## config.mk

```make
export PLATFORM = sky130hd
export DESIGN_NAME = spike_event_decoder
export DESIGN_NICKNAME = d
export VERILOG_FILES = /design/src/rtl/spike_event_decoder_pkg.sv /design/src/rtl/spike_event_fifo.sv /design/src/rtl/spike_event_decoder.sv
export SDC_FILE = /design/constraint.sdc
export NUM_CORES = 1
export LEC_CHECK = 0
export CAP_MARGIN = 15
export CORE_UTILIZATION = 55
export CTS_CLUSTER_DIAMETER = 80
export DETAILED_ROUTE_END_ITERATION = 6
export DONT_BUFFER_PORTS = 1
export PLACE_DENSITY = 0.7
export SYNTH_ARGS = -nofsm -noshare
export SYNTH_HDL_FRONTEND = slang
export SYNTH_SLANG_ARGS = --single-unit
```

## constraint.sdc

```tcl
create_clock -name clk -period 5.7 [get_ports clk]
set_clock_uncertainty 0.15 [all_clocks]
set_input_delay 1.14 -clock clk [delete_from_list [all_inputs] [get_ports clk]]
set_output_delay 1.14 -clock clk [all_outputs]
set_load 0.005 [all_outputs]
```

## src/rtl/spike_event_decoder_pkg.sv

```systemverilog
// spike_event_decoder_pkg: shared spike-network definitions used by the decoder and its encoder counterpart
//   net_state_t       : NETWORK-style FSM state encoding (IDLE / DRAIN / CLEAR)
//   EVT_ID_LSB        : bit position of the neuron ID inside a serialized event
//   evt_val_lsb/msb   : bit positions of the spike value (value sits above the ID)
//   DROP_CNT_W/MAX    : width and saturation value of the dropped-event counter
//   clamp_win         : clamps the active-neuron window width into [1, id_width]
package spike_event_decoder_pkg;

    typedef enum logic [1:0] {
        NET_IDLE  = 2'd0,
        NET_DRAIN = 2'd1,
        NET_CLEAR = 2'd2
    } net_state_t;

    localparam int EVT_ID_LSB = 0;
    localparam int DROP_CNT_W = 8;
    localparam logic [DROP_CNT_W-1:0] DROP_CNT_MAX = '1;

    function automatic int evt_val_lsb(input int id_width);
        return EVT_ID_LSB + id_width;
    endfunction

    function automatic int evt_val_msb(input int ten_width, input int id_width);
        return EVT_ID_LSB + id_width + ten_width - 1;
    endfunction

    // A zero-width window would admit no neuron at all, so it is treated as width 1;
    // anything wider than the ID field is meaningless and saturates at the ID width.
    function automatic logic [3:0] clamp_win(input logic [3:0] bits, input int id_width);
        if (bits == 4'd0)
            return 4'd1;
        if (int'(bits) > id_width)
            return 4'(id_width);
        return bits;
    endfunction

endpackage

```

## src/rtl/spike_event_fifo.sv

```systemverilog
// spike_event_fifo: synchronous event FIFO with flush
//   clk, reset_l : clock and synchronous active-low reset
//   push, wdata  : write one entry (ignored when full)
//   pop          : remove the head entry (ignored when empty)
//   flush        : discard all entries
//   rdata        : current head entry
//   full, empty  : occupancy flags
//   count        : number of stored entries
module spike_event_fifo
    import spike_event_decoder_pkg::*;
#(
    parameter int WIDTH = 10,
    parameter int DEPTH = 4
) (
    input  logic                     clk,
    input  logic                     reset_l,
    input  logic                     push,
    input  logic [WIDTH-1:0]         wdata,
    input  logic                     pop,
    input  logic                     flush,
    output logic [WIDTH-1:0]         rdata,
    output logic                     full,
    output logic                     empty,
    output logic [$clog2(DEPTH):0]   count
);

    localparam int AW = $clog2(DEPTH);

    logic [WIDTH-1:0] mem [DEPTH];
    logic [AW:0]      wr_ptr;
    logic [AW:0]      rd_ptr;
    logic             do_push;
    logic             do_pop;

    // Pointers carry one extra wrap bit so full and empty are distinguishable.
    assign count   = wr_ptr - rd_ptr;
    assign full    = count == (AW+1)'(DEPTH);
    assign empty   = count == '0;
    assign rdata   = mem[rd_ptr[AW-1:0]];
    assign do_push = push & ~full;
    assign do_pop  = pop & ~empty;

    always_ff @(posedge clk) begin
        if (do_push)
            mem[wr_ptr[AW-1:0]] <= wdata;
    end

    always_ff @(posedge clk) begin
        if (!reset_l || flush) begin
            wr_ptr <= '0;
            rd_ptr <= '0;
        end else begin
            if (do_push)
                wr_ptr <= wr_ptr + 1'b1;
            if (do_pop)
                rd_ptr <= rd_ptr + 1'b1;
        end
    end

endmodule

```

## src/rtl/spike_event_decoder.sv

```systemverilog
// spike_event_decoder: receives serialized spike events, buffers them and scatters values into a per-neuron state vector
//   clk, reset_l           : clock and synchronous active-low reset
//   top_en_network         : global enable, low freezes all state
//   evt_valid/evt_ready    : event handshake, evt_data = {value, id}
//   bits_in_active_neuron  : active ID window width, sampled when an event is applied
//   clear_req/clear_done   : zero spike_state and flush buffered events; clear_done marks the CLEAR cycle
//   spike_state            : neuron n at [n*TEN_DATA_WIDTH +: TEN_DATA_WIDTH]
//   drop_cnt               : saturating count of out-of-window events
// Build option: SPIKE_DECODER_DROP_CNT_EN enables the window check and drop counter;
// without it every event is applied using its full ID and drop_cnt reads 0.
module spike_event_decoder
    import spike_event_decoder_pkg::*;
#(
    parameter int TEN_DATA_WIDTH  = 2,
    parameter int NUM_NEURON      = 256,
    parameter int NEURON_ID_WIDTH = 8,
    parameter int FIFO_DEPTH      = 4
) (
    input  logic                                 clk,
    input  logic                                 reset_l,
    input  logic                                 top_en_network,
    input  logic                                 evt_valid,
    input  logic [TEN_DATA_WIDTH+NEURON_ID_WIDTH-1:0] evt_data,
    output logic                                 evt_ready,
    input  logic [3:0]                           bits_in_active_neuron,
    input  logic                                 clear_req,
    output logic                                 clear_done,
    output logic [TEN_DATA_WIDTH*NUM_NEURON-1:0] spike_state,
    output logic [DROP_CNT_W-1:0]                drop_cnt
);

    localparam int EW      = TEN_DATA_WIDTH + NEURON_ID_WIDTH;
    localparam int CW      = $clog2(FIFO_DEPTH) + 1;
    localparam int VAL_LSB = evt_val_lsb(NEURON_ID_WIDTH);

    net_state_t                 state;
    logic [EW-1:0]              head;
    logic                       full;
    logic                       empty;
    logic [CW-1:0]              count;
    logic                       push;
    logic                       pop;
    logic                       flush;
    logic                       drop;
    logic [NEURON_ID_WIDTH-1:0] head_id;
    logic [TEN_DATA_WIDTH-1:0]  head_val;

    assign head_id  = head[EVT_ID_LSB +: NEURON_ID_WIDTH];
    assign head_val = head[VAL_LSB +: TEN_DATA_WIDTH];

    // Ready never looks at evt_valid; a full FIFO refuses a push even if a pop happens this cycle.
    assign evt_ready  = reset_l & top_en_network & ~full & ~clear_req & (state != NET_CLEAR);
    assign clear_done = state == NET_CLEAR;
    assign push       = evt_valid & evt_ready;
    assign flush      = top_en_network & clear_req & (state != NET_CLEAR);
    // The head is not applied in the request cycle: the clear wipes spike_state at that edge anyway.
    assign pop        = top_en_network & (state == NET_DRAIN) & ~clear_req & ~empty;

    spike_event_fifo #(
        .WIDTH (EW),
        .DEPTH (FIFO_DEPTH)
    ) u_fifo (
        .clk     (clk),
        .reset_l (reset_l),
        .push    (push),
        .wdata   (evt_data),
        .pop     (pop),
        .flush   (flush),
        .rdata   (head),
        .full    (full),
        .empty   (empty),
        .count   (count)
    );

`ifdef SPIKE_DECODER_DROP_CNT_EN
    logic [3:0] win;

    // Window is evaluated on the head at pop time, so a width change affects already-buffered events.
    assign win  = clamp_win(bits_in_active_neuron, NEURON_ID_WIDTH);
    assign drop = (head_id >> win) != '0;

    always_ff @(posedge clk) begin
        if (!reset_l)
            drop_cnt <= '0;
        else if (pop && drop && drop_cnt != DROP_CNT_MAX)
            drop_cnt <= drop_cnt + 1'b1;
    end
`else
    logic unused_win;

    assign unused_win = ^bits_in_active_neuron;
    assign drop       = 1'b0;
    assign drop_cnt   = '0;
`endif

    // State mirrors FIFO occupancy: DRAIN exactly while entries are buffered.
    always_ff @(posedge clk) begin
        if (!reset_l)
            state <= NET_IDLE;
        else if (top_en_network) begin
            if (flush)
                state <= NET_CLEAR;
            else if (state == NET_CLEAR)
                state <= NET_IDLE;
            else if (push)
                state <= NET_DRAIN;
            else if (pop && count == CW'(1))
                state <= NET_IDLE;
        end
    end

    always_ff @(posedge clk) begin
        if (!reset_l || flush)
            spike_state <= '0;
        else if (pop && !drop)
            spike_state[head_id*TEN_DATA_WIDTH +: TEN_DATA_WIDTH] <= head_val;
    end

endmodule
```

# ---- After elaboration in Yosys (flattened, before gate mapping)
# Memories as Yosys holds them, arrays and structs flattened. A register that Yosys moved wholly into a read port is not among the register bits.
# Index checks and enable logic that the tools add are counted.
dict set report word_totals {
  reg_bits 520
  latchBits 0
  ram_bits 40
  rom_bits 0
  output_inout_bits 522
  elab_cells 46
  mem_count 1
}
dict set report op_classes {
  addsub 4
  n_mul 0
  n_div 0
  order_cmp 0
  n_eq_ne 5
  shifts 2
  n_mux 9
  n_bitwise 15
  n_reduce_logical 6
}
# memory depth word_bits rd rd_clocked_by_memory_dff write_ports line_no
set mem_list {}
lappend mem_list {u_fifo.mem 4 10 1 1 1 spike_event_fifo.sv:29} ;# logic [WIDTH-1:0] mem [DEPTH];
# cell n
set op_table {}
lappend op_table {{$bwmux W512} 1}
lappend op_table {{$shift A2 B34 Y512 const A} 1}
lappend op_table {{$shiftx A2 B34 Y512} 1}
lappend op_table {{$neg A9 Y34} 1}
lappend op_table {{$and A1 B1 Y1} 12}
lappend op_table {{$mux W2} 6}
lappend op_table {{$add A3 B1 Y3 const B} 2}
lappend op_table {{$reduce_bool A4 Y1} 1}
lappend op_table {{$eq A3 B1 Y1 const B} 1}
lappend op_table {{$eq A3 B3 Y1 const B} 1}
lappend op_table {{$logic_not A3 Y1} 1}
lappend op_table {{$not A1 Y1} 3}
lappend op_table {{$sub A3 B3 Y3} 1}
lappend op_table {{$eq A2 B1 Y1 const B} 1}
lappend op_table {{$eq A2 B2 Y1 const B} 1}
lappend op_table {{$mux W1} 2}
lappend op_table {{$ne A2 B2 Y1 const B} 1}
lappend op_table {{$reduce_and A2 Y1} 1}
lappend op_table {{$logic_and A1 B1 Y1} 1}
lappend op_table {{$logic_not A1 Y1} 1}
lappend op_table {{$logic_or A1 B1 Y1} 1}

# ---- Longest topological paths before layout
dict set report depth {
  word_depth 10
  mapped_depth 15
  mapped_depth_nobuf 11
}

# ---- Hierarchy
# A second synthesis with hierarchy kept.
dict set report hier_totals {
  hier_cells 2493
  hier_area_um2 23774.1
}
# mod n_inst cells_per_inst area_per_inst_um2
set by_module_without_submodules {}
lappend by_module_without_submodules {spike_event_decoder 1 2385 21804.7}
lappend by_module_without_submodules {spike_event_fifo 1 108 1969.4}

# ---- Worst setup path after synthesis
# OpenSTA, ideal clock, no wires.
dict set report synth_timing {
  path_kind {register -> register}
  startpoint {register (tool-made name)}
  endpoint {register spike_state[242]}
  setup_ns 0.131
  t_arrival_ns 3.658
  required_time_ns 5.419
  setup_slack_ns 1.760
  stages_incl_launch_ff 15
  n_path_buf 4
  cell_sequence {dfxtp_1 buf_6 mux4_2 nor3_4 nand2_1 nor2_1 ha_1 clkbuf_1 nand3_1 mux2i_1 clkbuf_1 buf_1 nand2_1 o211ai_1 o41ai_1}
}
# item line_no
set synth_rtl {}
lappend synth_rtl {{end signal: indexed assignment} spike_event_decoder.sv:116} ;# spike_state[head_id*TEN_DATA_WIDTH +: TEN_DATA_WIDTH] <= head_val;
lappend synth_rtl {{end: declaration} spike_event_decoder.sv:28} ;# output logic [TEN_DATA_WIDTH*NUM_NEURON-1:0] spike_state,

==> metrics <==
largest net degree at the start of global routing=204; Setup crit start kind=register; Rel. slew slack=between 20% and 30%; internal cell power=6.40 mW; Final Critical Period=5.24 ns; Remaining DRCs=0; CTS H-tree depth=2; row cnt=75; max cap viols=0; RePlAce Congestion=0.953; Flop pwr share=about half; layout cells sized above 1=9.48%; Port Buf Inserts=0; CORE AREA=0.0419 mm^2; RSZ-0062 raised after global routing=false; library cells used by synthesis=66; total power=a little over 8 mW; diode count=0; Non-Filler Instances=3,144; Root Buffer=clkbuf_16; GR Util All Layers=roughly 40%; final-report max-slew violation count=0; area occupied by multi-input gates=0.0111 mm^2; first-pass GRT wire length=131 mm; commonest non-fill, non-tap cell in the layout=dfxtp_1; switch share=roughly 22%; crit-path cells=buf_4, mux4_2, nor3_2, nand2_1, nor2_1, ha_1, nand3_1, mux2i_4, buf_4, and2_1, nand2_1, mux2i_1; post-synthesis average cell area=8.96 um^2; post-layout net count=2,589; Worst Hold Class=register to register; Worst Path Arrival=roughly 5.6 ns; Placed Cells incl. Taps=3,040; Initial Utilization=55.9%; hold buffers post-CTS=0; Mapped Cells=2,615; fin crit share=approximately nine tenths; switching power=1.79 mW; DR WL/cell=28.6 um; vias in the first global route=20.1k; P per Cell Area=313 mW/mm^2; Ys Warns=0; Pleak=9.33 nW; post-synthesis sequential area ratio=49.7%; Worst-Skew Late Latency=roughly 0.60 ns; post-synthesis register bit count=around 560; vias per cell=6.66; Boundary Pins=roughly 540; CP max-delay cell=dfxtp_1; Worst Max-Slew Pin Slew=1.17 ns; die area=0.0434 mm^2; most frequent cells in the layout=522 x dfxtp_1, 511 x nand2_1, 253 x nand3_1, 253 x mux2i_1, 174 x nor2_1; Setup crit end kind=register; clk slew on worst S/H paths=0.06 ns; prevailing post-synth register cell=dfxtp_1; TritonRoute pass-1 iters=6; internal reg-to-reg setup slack=0.46 ns; Combinational Power Share=under 10%; Die Y=208 um; ANT nets after route=0; Fmax=191 MHz; Clk network pwr share=approximately half; Async SR Flop Fraction=0%; Post CTS Setup Buffer Count=0; EDFF count, synth=40; Die Width=208 um; clk sinks=562; peak supply drop=238 uV; clock buffer count from CTS=56; Worst EP required=approximately 6 ns; design area=0.0261 mm^2; 1st-iter DRT viols=2,233; clock tree buffer depth=3; CP Max Fanout=26; CP max stage delay=0.71 ns; total gr overflow=0; status=complete, no violations; Final TNS setup=0 ns; FF/Latch Area=0.0117 mm^2; # fillers=3,546; Final setup violation count=0; area grow syn2layout=11.5%; drt total wl=89.8 mm; routed vias=between 20k and 25k; CP Class=register to register; Fin. Hold Viols=0; TritonCTS clock tree=yes; synthesized cell area=0.0234 mm^2; placed cell area=between 0.02 and 0.025 mm^2; HPWL Detailed=64.4 mm; post-cts gate resize count=0; antenna violations before repair=0
-- synth_stat cells (all sizes together), types with 13 or more instances --
| cell | number | area share, % |
|---|---|---|
| mux2i | 257 | 11 |
| and3 | 13 | 0.35 |
| a21oi | 26 | 0.56 |
| o21ai | 182 | 3.9 |
| nand4 | 81 | 2.2 |
| nand3 | 255 | 5.5 |
| clkbuf | 143 | 2.3 |
| o41ai | 30 | 1.1 |
| buf | 60 | 1.4 |
| nor3 | 44 | 1.1 |
| edfxtp | 40 | 5.1 |
| nand2 | 512 | 8.2 |
| nor2 | 184 | 3.0 |
| nor4 | 16 | 0.58 |
| dfxtp | 522 | 45 |
| o31ai | 40 | 1.3 |
| and2 | 19 | 0.51 |
| o211ai | 84 | 2.7 |
-- sequential cells by signal, summed over array words and instances (netlist names), named ones only --
| signal | count |
|---|---|
| state | 2 |
| u_fifo.rd_ptr | 3 |
| u_fifo.mem | 40 |
| spike_state | 512 |
| u_fifo.wr_ptr | 3 |
-- final cells by class --
| cell class | count | share of cell area [%] |
|---|---|---|
| clock buffers | 78 | 6.19 |
| flip-flops and latches | 562 | 44.6 |
| inverters | 11 | 0.158 |
| multi-input cells | 1846 | 42.4 |
| repair buffers | 84 | 2.62 |
| clock inverters | 24 | 1.43 |
| well taps | 539 | 2.58 |
-- per-layer routing --
metal  share of wire [%]  GRT usage, %  vias to the layer above
met5                   0             0                        -
met4                 5.5          20.3                        0
met3                  12          14.5                      296
met2                  46          65.2                     1278
met1                  36          46.6                    10171
li1                    -             -                     9179
-- critical path: cells and delay by family, from the launching register on --
kind,cells,cell delay [ns]
flip-flops,1,0.71
multiplexers,3,1.47
AND/OR/NAND/NOR,6,1.60
adder cells (fa/ha/maj),1,0.46
buffers and inverters,2,0.74
-- path summary, 6_finish.rpt --
check | startpoint | to | depth (start not counted)
min reg2reg | spike_state[49] | spike_state[49] | 2
max reg2reg | register | spike_state[221] | 12
max | register | spike_state[221] | 12
min | spike_state[49] | spike_state[49] | 2
-- power groups by stage --
| stage | sequential, mW | clock [mW] | combinational, mW |
|---|---|---|---|
| final | 3.97 | 3.98 | 0.230 |
| after global routing | 3.97 | 4.16 | 0.241 |
| after CTS | 3.97 | 4.00 | 0.221 |
| after detailed placement | 4.06 | 0 | 0.220 |
| after global placement | 4.06 | 0 | 0.216 |
| after floorplan | 4.06 | 0 | 0.150 |
-- stage by stage --
step           setup slack (ns)  hold slack, ns  utilization (%)
6_report                  0.465           0.328             62.3
5_1_grt                   0.151           0.342             62.3
4_1_cts                   0.551           0.329             62.3
3_5_place_dp              0.601           0.319             57.5
3_3_place_gp              0.697           0.314             57.5
2_1_floorplan              1.76           0.298                -
-- logic make-up after synthesis --
| group | count (synthesis) | share of synthesized area [%] |
|---|---|---|
| XOR/XNOR | 14 | 0.646 |
| flip-flops | 562 | 49.7 |
| adder cells (fa/ha/maj) | 9 | 0.513 |
| multiplexers | 272 | 12.2 |
| other | 1 | 0.0160 |
| buffers and inverters | 214 | 3.83 |
| AND/OR/NAND/NOR | 1156 | 22.5 |
| AO/OA/AOI/OAI | 387 | 10.6 |
Note: power is estimated with default switching activity, not from simulation.
